==> config.mk <==
export PLATFORM = sky130hd
export DESIGN_NAME = fence_barrier
export DESIGN_NICKNAME = d
export VERILOG_FILES = /design/src/rtl/fence_barrier_pkg.sv /design/src/rtl/and_.sv /design/src/rtl/fence_barrier.sv
export SDC_FILE = /design/constraint.sdc
export NUM_CORES = 1
export LEC_CHECK = 0
export CORE_MARGIN = 2
export CORE_UTILIZATION = 30
export DETAILED_ROUTE_END_ITERATION = 10
export PLACE_DENSITY_LB_ADDON = 0.05
export SYNTH_ARGS = -nofsm -noshare
export SYNTH_HDL_FRONTEND = slang
export SYNTH_HIERARCHICAL = 1
export SYNTH_SLANG_ARGS = --single-unit
==> constraint.sdc <==
create_clock -name clk -period 1.8 [get_ports clk]
set_input_delay 0.18 -clock clk [delete_from_list [all_inputs] [get_ports clk]]
set_output_delay 0.18 -clock clk [all_outputs]
set_load 0.05 [all_outputs]
==> src/rtl/fence_barrier_pkg.sv <==
// Shared types and constants for the fence barrier.
package fence_barrier_pkg;

  typedef enum logic [1:0] {
    IDLE = 2'd0,
    WAIT = 2'd1,
    RESP = 2'd2
  } fence_state_t;

  localparam int unsigned N_INS_MIN = 2;
  localparam int unsigned N_INS_MAX = 32;

endpackage

==> src/rtl/and_.sv <==
// Parameterised AND-reduction gate: o_y = 1 only when every input bit is 1.
module and_ #(
  parameter int unsigned N = 2
) (
  input  logic [N-1:0] i_a,
  output logic         o_y
);

  assign o_y = &i_a;

endmodule

==> src/rtl/fence_barrier.sv <==
// Fence barrier: captures a mask of units to drain, collects sticky per-unit
// done pulses and issues one response once every masked unit has reported.
// Optional watchdog release is enabled with `define FENCE_BARRIER_TIMEOUT_EN.
module fence_barrier
  import fence_barrier_pkg::*;
#(
  parameter int unsigned N_INS     = 8,
  parameter int unsigned TIMEOUT_W = 10
) (
  input  logic             clk,
  input  logic             rst,
  input  logic             flush,
  input  logic             req_valid,
  output logic             req_ready,
  input  logic [N_INS-1:0] req_mask,
  input  logic [N_INS-1:0] unit_done,
  output logic             resp_valid,
  input  logic             resp_ready,
  output logic             resp_timeout,
  output logic             busy
);

  if ((N_INS < N_INS_MIN) || (N_INS > N_INS_MAX)) begin : g_bad_n_ins
    $error("fence_barrier: N_INS out of legal range 2..32");
  end

  if (TIMEOUT_W < 1) begin : g_bad_timeout_w
    $error("fence_barrier: TIMEOUT_W must be at least 1");
  end

  fence_state_t     r_state;
  logic [N_INS-1:0] r_wait_mask;
  logic [N_INS-1:0] r_done;

  logic [N_INS-1:0] w_mask;
  logic [N_INS-1:0] w_done_next;
  logic [N_INS-1:0] w_and_in;
  logic             w_all_ok;
  logic             w_accept;

  // The single reduction serves both the accept cycle (fresh mask, pulses of
  // that cycle only) and WAIT (captured mask, accumulated done bits).
  always_comb begin
    w_mask      = (r_state == IDLE) ? req_mask : r_wait_mask;
    w_done_next = ((r_state == IDLE) ? '0 : r_done) | (unit_done & w_mask);
    w_and_in    = w_done_next | ~w_mask;
  end

  and_ #(.N(N_INS)) u_and (
    .i_a (w_and_in),
    .o_y (w_all_ok)
  );

  assign req_ready  = (r_state == IDLE) && !flush;
  assign w_accept   = req_valid && req_ready;
  assign resp_valid = (r_state == RESP);
  assign busy       = (r_state != IDLE);

`ifdef FENCE_BARRIER_TIMEOUT_EN
  logic [TIMEOUT_W-1:0] r_timer;
  logic                 r_timeout;
  logic                 w_expire;

  assign w_expire     = (r_timer == '1) && !w_all_ok;
  assign resp_timeout = r_timeout;

  // Barrier FSM with watchdog; rst and flush both abort to IDLE.
  always_ff @(posedge clk) begin
    if (rst || flush) begin
      r_state     <= IDLE;
      r_wait_mask <= '0;
      r_done      <= '0;
      r_timer     <= '0;
      r_timeout   <= 1'b0;
    end else begin
      case (r_state)
        IDLE: begin
          if (w_accept) begin
            r_wait_mask <= req_mask;
            r_done      <= w_done_next;
            r_timer     <= '0;
            r_timeout   <= 1'b0;
            r_state     <= w_all_ok ? RESP : WAIT;
          end
        end
        WAIT: begin
          r_done <= w_done_next;
          if (w_all_ok) begin
            r_state <= RESP;
          end else if (w_expire) begin
            r_state   <= RESP;
            r_timeout <= 1'b1;
          end else begin
            r_timer <= r_timer + 1'b1;
          end
        end
        RESP: begin
          if (resp_ready) begin
            r_state     <= IDLE;
            r_wait_mask <= '0;
            r_done      <= '0;
            r_timeout   <= 1'b0;
          end
        end
        default: r_state <= IDLE;
      endcase
    end
  end
`else
  assign resp_timeout = 1'b0;

  // Barrier FSM without watchdog; rst and flush both abort to IDLE.
  always_ff @(posedge clk) begin
    if (rst || flush) begin
      r_state     <= IDLE;
      r_wait_mask <= '0;
      r_done      <= '0;
    end else begin
      case (r_state)
        IDLE: begin
          if (w_accept) begin
            r_wait_mask <= req_mask;
            r_done      <= w_done_next;
            r_state     <= w_all_ok ? RESP : WAIT;
          end
        end
        WAIT: begin
          r_done <= w_done_next;
          if (w_all_ok) begin
            r_state <= RESP;
          end
        end
        RESP: begin
          if (resp_ready) begin
            r_state     <= IDLE;
            r_wait_mask <= '0;
            r_done      <= '0;
          end
        end
        default: r_state <= IDLE;
      endcase
    end
  end
`endif

endmodule

==> impl.org <==
** Synth
- Post-synthesis compound-gate area fraction :: 38.22%
- Parity-gate share of the synthesized area counting xor and xnor cells :: 0%
- During synthesis, Yosys emitted a total of 6 warnings.
- Synthesized area per cell :: 8.838 um2
- Synthesized-area fraction occupied by and/or/nand/nor cells :: 16.99%
- Biggest area consumer among synthesized cells :: dfxtp_1
- Synthesis produced a netlist whose cell count is 110.
- Adder and majority gate portion of the synthesized area :: 0%
- Synth Net Count :: 131
- After synthesis, the cell types taking the most area are dfxtp_1 (37%), a22o_1 (14%), a21oi_1 (8.2%), a211oi_1 (6.2%), a21o_1 (6.2%).
- Counting flops with an async set or reset pin after synthesis yields a share of 0%.
- After synthesis, the largest family of logic cells by area is compound AO/OA/AOI/OAI gates.
- Summed over its instances, the top area cell type makes up 37.07% of the synthesized netlist area.
- In this run, synthesis inferred 0 flip-flops with an integrated enable.
- Number of library cell types mapped by synthesis :: 24
- Portion of netlist area occupied by mux cells :: 1.030%
- Proportion of synthesized chip area in sequential cells :: 37.07%
- Number of register bits inferred by synthesis :: 18
- In the synthesized netlist the dominant register cell turns out to be dfxtp_1.
- Post-Synthesis Cell Area :: 972.2 um2

** Run
- Number of max-cap violations :: 0

** GRT
- The via count of the first global-routing pass came to 906.
- Global routing used 16.41% of the available tracks across all layers.
- Entering global routing, the biggest net connects 19 pins.
- After global routing the overflow that remains totals 0.
- The first global-routing pass estimated 4450 um of wire.
- The number of antenna violations at the first check in global routing is 0.

** Layout
- Layout-stage area growth over the synthesis result :: 35.14%
- Of the cells placed in the final design, the portion with a size suffix greater than 1 is 13.77%.
- Most common cell after layout, fill and taps aside :: clkdlybuf4s50_1
- Fill cells in the final layout number 319.
- Filler-free cell count of the finished design :: 182
- Cells fill 42.68% of the core in the end.
- The top cell types in the final layout, fill and taps aside, are clkdlybuf4s50_1 (20), dfxtp_1 (17), nand2_1 (16), a21oi_1 (16), a22o_1 (16).
- Multi-input gate area :: 550.5 um2
- Registers take 361.6 um2.
- Total number of nets in the final design :: 161
- 0 antenna diodes ended up in the layout.

** Die
- Core area :: 3078 um2
- The floorplan step defined a die boundary enclosing 3712 um2.
- Starting density of the core :: 31.59%
- Measured along the y axis, the die boundary spans 60.93 um.
- The floorplan has 20 rows.
- The floorplan step set the die width to 60.93 um.
- Number of ports placed on the die boundary :: 25

** Critical path
- The endpoint identified for the worst register-to-register timing path is r_state[1].
- For the worst setup path, the data required time is 2.04 ns.
- CP max FO :: 9
- Type of the worst setup path :: reg -> reg
- Crit-path leading delay family :: compound AO/OA/AOI/OAI gates
- Worst-path cell with the longest stage delay :: dfxtp_1
- Worst r2r src :: r_state[1]
- The signal on the critical path passes through buf_4 > a211oi_1 > a21oi_1 > a21o_1 > nand4_1 > nor2_1 > nor2b_1 > o21ai_1 > a21boi_1.
- Endpoint type of the worst setup path :: flop
- Setup slack on the worst reg-to-reg path comes out at 0.22 ns.
- The critical path runs through a total of 9 cells.
- Length in cells of the worst reg-to-reg path :: 9
- In this design, the stage delay of the slowest critical-path cell is 0.41 ns.
- Worst endpoint data arrival time :: 1.82 ns
- The worst setup path is launched from a flop.
- Counting both buffers and inverters, the worst setup path holds a total of 1.

** Outcome
- The flow ran to the end, and the final reports show no timing, DRC or antenna violations.

** Detailed routing
- The routed layout has 951 vias.
- In the final routed layout, each cell accounts on average for 14.38 um.
- The routed design has 2618 um of wire.
- After detailed routing, the number of remaining DRC violations is 0.
- Number of nets with antenna violations after routing :: 0
- Using the TritonRoute via totals, the vias-per-cell ratio works out to 5.225.
- Iteration-0 DRC count of the detailed router :: 20
- Before antenna repair, the detailed router went through 4 iterations.

** Clock tree
- Reg clk slew, reported paths :: 0.10 ns
- Clock latency on the worst-skew pair, taken at its later pin, is 0.29 ns.
- The longest clock path from root to sink contains 2 buffers.
- For this design, the sink count on the clock tree is 18.
- Clock H-tree levels :: 1
- The tree is rooted in a clkbuf_4.
- Total clock buffers created by CTS :: 3
- TritonCTS clock tree :: done
- After clock tree synthesis, the setup repair step added 0 buffers.

** Timing
- Total setup violations reported at the end of the flow :: 0
- Fin crit period :: 1.585 ns
- Final TNS setup :: 0 ns
- Setup repair after global routing missed its margin :: false
- Final hold viol count :: 0
- Achievable frequency :: 631.0 MHz
- Final period utilization :: 88.04%
- Final Slew Violations :: 0
- On the final layout, the worst hold slack is 0.4854 ns.
- Worst Clk Skew :: 0.003447 ns

** Power
- Summed over all cells, the static leakage comes to 0.5252 nW.
- Worst voltage drop across the vdd grid :: 0.3130 mV
- Power density over cell area :: 638.1 nW/um2
- The design draws 0.8383 mW.

** Min path
- Count of cells along the worst hold path :: 1
- End point of the worst hold path :: r_done[2]
- Worst hold path type :: reg -> reg
- Min-delay src :: r_done[2]

** Place
- After legalization and detailed placement, the total HPWL measured 1894 um.
- At the end of routability-driven placement, the weighted congestion stood at 0.7295.
- Including well taps, the total number of placed cells is 179.
- Port Buf Inserts :: 23
-- per-layer routing --
metal / vias up / share of wire (%) / global-route usage (%)
met4: 0 / 0.57 / 3.727
met2: 20 / 48 / 27.50
met3: 2 / 4.1 / 4.478
met1: 458 / 47 / 21.09
met5: - / 0 / 0
li1: 471 / - / -
-- power breakdown --
part           switching (mW)  total [mW]  leakage (nW)  internal [mW]
Combinational           0.103       0.211         0.365          0.108
Clock                   0.126       0.204        0.0138         0.0779
Sequential             0.0112       0.424         0.147          0.412
-- area by class of cell --
| cell class | instances | share of cell area [%] |
|---|---|---|
| multi-input cells | 85 | 41.90 |
| clock buffers | 3 | 1.714 |
| inverters | 1 | 0.2857 |
| repair buffers | 31 | 24.38 |
| flip-flops and latches | 18 | 27.52 |
| well taps | 44 | 4.190 |
-- state kept, by name, summed over array words and instances, names as in the netlist --
| signal | count |
|---|---|
| r_done | 8 |
| r_state | 2 |
| r_wait_mask | 8 |
-- worst max-delay path by stage --
stage                             to   startpoint
after floorplan            req_ready   r_state[1]
after global placement    r_state[1]  req_mask[6]
after detailed placement  r_state[1]  req_mask[6]
after CTS                 r_state[1]   r_state[0]
after global routing      r_state[1]   r_state[0]
final                     r_state[1]   r_state[1]
-- through the flow --
stage	instance area, um2	worst slack (ns)
detailed placement	1290	0.1041
global route	1314	0.04666
CTS	1313	0.07956
finish	1314	0.2153
floorplan	972.2	0.08157
global placement	1290	0.1179
-- Yosys cell counts, types with 2 or more instances --
cell and count:
a21o_1 8, a211oi_1 8, a22o_1 16, buf_6 4
nand4_1 2, dfxtp_1 18, nor2_1 4, nand2_1 16
a21oi_1 16, nor2b_1 4
-- kinds of logic after synthesis --
logic type,Yosys count
buf+inv,7
simple gates,31
compound gates,52
other cells,1
flops,18
mux,1
-- timing repair --
item                                    4_1_cts  5_1_grt
hold buffers                                  0        0
endpoints found under the setup margin        0        1
gates resized for setup                       0        1
endpoints found under the hold margin         0        0
(Power assumes the default switching activity.)
